$ cat config.mk
export PLATFORM = sky130hd
export DESIGN_NAME = std_gray_codec_pipe
export DESIGN_NICKNAME = d
export VERILOG_FILES = /design/src/rtl/std_gray_codec_pipe.sv
export SDC_FILE = /design/constraint.sdc
export NUM_CORES = 1
export LEC_CHECK = 0
export ABC_AREA = 1
export CAP_MARGIN = 20
export CORE_UTILIZATION = 50
export DETAILED_ROUTE_END_ITERATION = 16
export GPL_TIMING_DRIVEN = 0
export HOLD_SLACK_MARGIN = 0.06
export PLACE_DENSITY = 0.79
export SYNTH_ARGS = -nofsm -noshare
export SYNTH_HDL_FRONTEND = slang
export SYNTH_SLANG_ARGS = --single-unit
$ cat constraint.sdc
create_clock -name i_clk -period 2.3 [get_ports i_clk]
set_input_delay 0.69 -clock i_clk [delete_from_list [all_inputs] [get_ports i_clk]]
set_output_delay 0.69 -clock i_clk [all_outputs]
set_load 0.01 [all_outputs]
$ cat src/rtl/std_gray_codec_pipe.sv
// Pipelined, back-pressurable Gray<->binary converter; mode bit travels with each transaction.
// Define STD_GRAY_CODEC_PIPE_STEP_CHECK_EN to add a sticky Gray-step (Hamming distance > 1) checker on decodes.
module std_gray_codec_pipe #(
    parameter int WIDTH   = 8,
    parameter int LATENCY = 2
) (
    input  logic             i_clk,
    input  logic             i_rst,
    input  logic             i_valid,
    output logic             o_ready,
    input  logic             i_mode,
    input  logic [WIDTH-1:0] i_data,
    output logic             o_valid,
    input  logic             i_ready,
    output logic             o_mode,
    output logic [WIDTH-1:0] o_data,
    output logic             o_step_err
);
    localparam int LEVELS = $clog2(WIDTH);
    localparam int LDIV   = (LEVELS == 0) ? 1 : LEVELS;
    localparam int DW     = LATENCY * WIDTH;

    // Valid/ready contract: a transfer happens on any cycle where valid and ready
    // are both high; a presented output holds stable until it is taken.

    // Work done by stage s: encode lives entirely in stage 0; decode applies the
    // Kogge-Stone prefix-XOR levels mapped to this stage (level k -> k*LATENCY/L).
    function automatic logic [WIDTH-1:0] stage_fn(input logic [WIDTH-1:0] d,
                                                  input logic mode, input int s);
        logic [WIDTH-1:0] p;
        p = d;
        if (mode) begin
            if (s == 0) p = d ^ (d >> 1);
        end else begin
            for (int k = 0; k < LEVELS; k++) begin
                if ((k * LATENCY) / LDIV == s) p = p ^ (p >> (1 << k));
            end
        end
        return p;
    endfunction

    logic [LATENCY-1:0]            vld_q;
    logic [LATENCY-1:0]            mode_q;
    logic [LATENCY-1:0][WIDTH-1:0] data_q;
    logic [LATENCY-1:0]            prev_vld;
    logic [LATENCY-1:0]            prev_mode;
    logic [LATENCY-1:0][WIDTH-1:0] prev_data;
    logic [LATENCY-1:0][WIDTH-1:0] data_d;
    logic [LATENCY-1:0]            adv;

    // Each stage's source is the stage below it, with the input port below stage 0.
    assign prev_vld  = (vld_q << 1) | LATENCY'(i_valid);
    assign prev_mode = (mode_q << 1) | LATENCY'(i_mode);
    assign prev_data = (data_q << WIDTH) | DW'(i_data);

    // A stage advances when it is empty or everything above it advances.
    always_comb begin : adv_chain
        logic run;
        adv = '0;
        run = i_ready;
        for (int s = LATENCY - 1; s >= 0; s--) begin
            run    = !vld_q[s] || run;
            adv[s] = run;
        end
    end

    always_comb begin
        data_d = '0;
        for (int s = 0; s < LATENCY; s++) begin
            data_d[s] = stage_fn(prev_data[s], prev_mode[s], s);
        end
    end

    // Payload only moves with a valid source so an emptied stage keeps its last value.
    always_ff @(posedge i_clk or posedge i_rst) begin
        if (i_rst) begin
            vld_q  <= '0;
            mode_q <= '0;
            data_q <= '0;
        end else begin
            for (int s = 0; s < LATENCY; s++) begin
                if (adv[s]) begin
                    vld_q[s] <= prev_vld[s];
                    if (prev_vld[s]) begin
                        mode_q[s] <= prev_mode[s];
                        data_q[s] <= data_d[s];
                    end
                end
            end
        end
    end

    assign o_ready = adv[0];
    assign o_valid = vld_q[LATENCY-1];
    assign o_mode  = mode_q[LATENCY-1];
    assign o_data  = data_q[LATENCY-1];

`ifdef STD_GRAY_CODEC_PIPE_STEP_CHECK_EN
    logic [WIDTH-1:0] last_q;
    logic             seen_q;
    logic             err_q;
    logic             dec_acc;

    assign dec_acc = i_valid && adv[0] && !i_mode;

    always_ff @(posedge i_clk or posedge i_rst) begin
        if (i_rst) begin
            last_q <= '0;
            seen_q <= 1'b0;
            err_q  <= 1'b0;
        end else if (dec_acc) begin
            last_q <= i_data;
            seen_q <= 1'b1;
            if (seen_q && ($countones(i_data ^ last_q) > 1)) err_q <= 1'b1;
        end
    end

    assign o_step_err = err_q;
`else
    assign o_step_err = 1'b0;
`endif

endmodule

Yosys cells after proc, flatten, opt, wreduce, memory -nomap -nowiden
Index checks and enable logic that the tools add are counted.
{ "classes": {"n_bitwise": 6, "reduce_logical": 6, "n_mux": 3} }
{ "ops": {"columns": ["operator", "count"], "rows": [
  ["8-bit 2-to-1 mux", 3],
  ["16-bit by 8-bit OR with 16-bit output", 1],
  ["8-bit by 4-bit XOR with 8-bit output", 1],
  ["8-bit by 6-bit XOR with 8-bit output", 1],
  ["8-bit by 7-bit XOR with 8-bit output", 1],
  ["2-bit by 1-bit OR with 2-bit output", 2],
  ["2-bit AND reduction", 2],
  ["1-bit logical NOT", 2],
  ["1-bit logical OR", 2]
]} }
{ "totals": {"out_inout_bits": 12, "regBits": 20} }

Longest topological paths before layout
{ "depth": {"depth_word": 5, "depth_mapped": 6, "mapped_depth_nobuf": 6} }

Least setup slack after synthesis
OpenSTA, ideal clock, no wires.
{ "synth_timing": {"path_kind": "input to output", "startpoint": "input i_ready", "endpoint": "output o_ready", "cell_stages": 2, "t_arrival_ps": 854, "path_slack_ps": 756, "path_cell_list": "inv_1 -> nand3_2"} }
{ "synth_between": {"elab_chain_cells": 2} }
{ "synth_rtl": {"columns": ["item", "line", "rtl"], "rows": [
  ["start: declaration", "14", "input logic i_ready,"],
  ["1-bit logical OR (2 in a row)", "62", "run = !vld_q[s] || run;"],
  ["end: declaration", "10", "output logic o_ready,"]
]} }
Every way passes these cells.

Worst setup path in the final report
Same ends and word-level chain as after synthesis.

==> tab_implementation.tex <==
\begin{tabular}{lr}
\hline
Metric & Value \\
\hline
\multicolumn{2}{l}{\textbf{Floorplanning}} \\
\quad Total Die Area & 2520 um\^{}2 \\
\quad I/O pin count & 25 \\
\quad Die Width & 50.2 um \\
\quad Die span in y & 50.2 um \\
\quad Standard cell core area & 2190 um\^{}2 \\
\quad Number of core rows & 17 \\
\quad Initial Utilization & 0.529 \\
\multicolumn{2}{l}{\textbf{Clock network}} \\
\quad Clock Tree Buf Depth & 2 \\
\quad Post CTS Setup Buffer Count & 0 \\
\quad Clock input transition at the sequential cells of the worst setup and hold paths & 100 ps \\
\quad Insertion delay to the later sink of the worst-skew pair & 290 ps \\
\quad Clock tree from TritonCTS & yes \\
\quad CTS Sinks & 20 \\
\quad CTS H-tree depth & 1 \\
\quad Root Driver & sky130\_fd\_sc\_hd\_\_clkbuf\_4 \\
\quad Clock buffer count from CTS & 3 \\
\multicolumn{2}{l}{\textbf{Routing}} \\
\quad DRT Pass-1 Iters & 4 \\
\quad Avg Vias per Cell & 4.76 \\
\quad DR vias & 1043 \\
\quad Final routed wire length divided by cell count & 9.54 um \\
\quad Wire length reported by the detailed router & 2090 um \\
\quad Detailed-route DRC error count & 0 \\
\quad Starting DRT DRC Count & 21 \\
\quad Antenna viol nets, final & 0 \\
\multicolumn{2}{l}{\textbf{Power}} \\
\quad Final total power & 1.09 mW \\
\quad Pwr per Cell Area & 752 nW/um\^{}2 \\
\quad Leakage component of the power & 0.789 nW \\
\quad Worst VDD drop & 0.479 mV \\
\multicolumn{2}{l}{\textbf{Logic synthesis}} \\
\quad Total nets after synthesis & 178 \\
\quad Sequential share of the synthesized area & 0.431 \\
\quad Yosys warnings & 0 \\
\quad Number of unique standard cell types used by synthesis & 13 \\
\quad Instance count of the mapped netlist & 165 \\
\quad Cell area after synthesis & 1160 um\^{}2 \\
\quad Synth Area per Inst & 7.03 um\^{}2 \\
\quad Flop and latch count out of synthesis & 20 \\
\multicolumn{2}{l}{\textbf{Worst setup path}} \\
\quad Reg2reg path depth & 5 \\
\quad Source of the worst register-to-register timing path & vld\_q[1] \\
\quad Data required time of the worst path & 1610 ps \\
\quad Worst-path fanout max & 3 \\
\quad End of the worst register-to-register path & o\_data[3] \\
\quad Endpoint type of the worst setup path & primary output \\
\quad WP data arrival & 1520 ps \\
\quad Classification of the worst setup path & primary input to primary output \\
\quad Worst R2R Setup Slack & 1110 ps \\
\quad Startpoint type of the worst setup path & primary input \\
\multicolumn{2}{l}{\textbf{Timing}} \\
\quad Count of endpoints failing hold in the final timing report & 0 \\
\quad Setup skew after layout & 3.89 ps \\
\quad Fin crit period & 2210 ps \\
\quad Headroom to the max-slew limit & 0.530 \\
\quad Worst-margin pin slew & 704 ps \\
\quad Highest clock rate & 453 MHz \\
\quad Unrepaired setup endpoints after global routing & false \\
\quad Count of endpoints failing setup in the final report & 0 \\
\quad Hold WS & 480 ps \\
\quad Smallest setup slack after layout & 91.1 ps \\
\quad Max-slew violations & 0 \\
\quad Share of the clock period used by the worst path & 0.960 \\
\multicolumn{2}{l}{\textbf{GRT}} \\
\quad Via count of the first global-routing pass & 945 \\
\quad Global-route usage over all layers & 0.192 \\
\quad Largest net degree at the start of global routing & 21 \\
\quad Wire length of the first global-routing pass & 3680 um \\
\quad GRT overflow & 0 \\
\quad Initial antenna violation count & 0 \\
\multicolumn{2}{l}{\textbf{Cells and area}} \\
\quad Relative area change from synthesis to final layout & 24.8\% \\
\quad Diode insertion count for antenna repair & 0 \\
\quad Commonest cells after routing, fill and taps aside & sky130\_fd\_sc\_hd\_\_nand2\_1, sky130\_fd\_sc\_hd\_\_nand3\_1, sky130\_fd\_sc\_hd\_\_clkdlybuf4s50\_1 \\
\quad Most common cell after layout, fill and taps aside & sky130\_fd\_sc\_hd\_\_nand2\_1 \\
\quad Nets@finish & 206 \\
\quad Fraction of final layout cells with drive strength greater than 1 & 0.0942 \\
\multicolumn{2}{l}{\textbf{Place}} \\
\quad Routability Congestion & 0.748 \\
\quad Minimum setup slack after placement & -210 ps \\
\quad Quantity of I/O buffers inserted on ports & 23 \\
\quad Detailed-placement wirelength estimate & 1740 um \\
\multicolumn{2}{l}{\textbf{Run}} \\
\quad Max-cap viol count & 0 \\
\multicolumn{2}{l}{\textbf{Run status}} \\
\quad Status & complete, no violations \\
\multicolumn{2}{l}{\textbf{Min path}} \\
\quad WHS Path Cells & 2 \\
\quad Hold endpoint & o\_data[7] \\
\quad Worst min path class & register to register \\
\quad Startpoint of the most critical hold path & o\_data[7] \\
\hline
\end{tabular}
repair_timing:
action                                 in CTS  in global routing
resized for setup                           1                  1
setup endpoints to repair                   1                  1
hold buffers                                0                  0
endpoints found under the hold margin       0                  0
critical path, cell delays in order:
cell and delay [ps]:
sky130_fd_sc_hd__clkdlybuf4s50_1 450, sky130_fd_sc_hd__inv_1 60, sky130_fd_sc_hd__nand3_2 80, sky130_fd_sc_hd__clkdlybuf4s15_1 240
cell families (layout without fill, tap and decap cells):
| logic type | after synthesis | count (layout) | synth area share |
|---|---|---|---|
| DFF | 20 | 20 | 0.431 |
| and+or+nand+nor | 108 | 108 | 0.381 |
| xor gates and xnor gates | 4 | 4 | 0.0302 |
| other | 1 | 1 | 0.00323 |
| AOI/OAI and AO/OA | 7 | 7 | 0.0334 |
| buffers and inverters | 25 | 51 | 0.121 |
synth_stat cells, drive strengths merged:
| library cell | number | area share |
|---|---|---|
| o21ai | 7 | 0.033 |
| buf | 12 | 0.079 |
| nand2 | 85 | 0.28 |
| conb | 1 | 0.0032 |
| nand3 | 23 | 0.10 |
| xor2 | 4 | 0.030 |
| dfrtp | 20 | 0.43 |
| inv | 13 | 0.042 |
through the flow:
step                      area (um^2)   util  cells  TNS (ps)
after floorplan                  1160      -    165         0
after global placement           1430  0.650    216      -200
after detailed placement         1430  0.650    216      -210
after CTS                        1450  0.660    219         0
after global routing             1450  0.661    219         0
final                            1450  0.661    219         0
worst max-delay path by stage:
stage | start | to
CTS | i_ready | o_ready
floorplan | i_ready | o_ready
finish | i_ready | o_ready
global placement | i_ready | o_ready
detailed placement | i_ready | o_ready
global route | i_ready | o_ready
power by group:
part / total (mW) / leakage, nW / switching [mW] / internal, mW
clock network: 0.152 / 0.0138 / 0.0911 / 0.0608
registers: 0.497 / 0.244 / 0.0567 / 0.440
logic: 0.440 / 0.531 / 0.186 / 0.254
total: 1.09 / 0.789 / 0.334 / 0.755
sequential cells by signal, indices dropped and copies added, names as in the netlist:
register  count
o_data        8
vld_q         2
data_q        8
mode_q        2
final cells by class:
cell class              instances  area [um^2]
plain buffers                  12         91.3
clock buffers                   3         22.5
fillers                       200          743
inverters                      13         48.8
multi-input cells             120          519
flip-flops and latches         20          500
well taps                      28         35.0
repair buffers                 23          230
routing by layer:
| metal | up-vias | GRT usage | wire length [um] |
|---|---|---|---|
| met5 | - | 0 | 0 |
| met4 | 0 | 0.100 | 25 |
| met3 | 2 | 0.0182 | 48 |
| met2 | 23 | 0.367 | 1130 |
| met1 | 461 | 0.204 | 882 |
| li1 | 557 | - | - |
No activity file was read; power rests on OpenSTA's default activity.
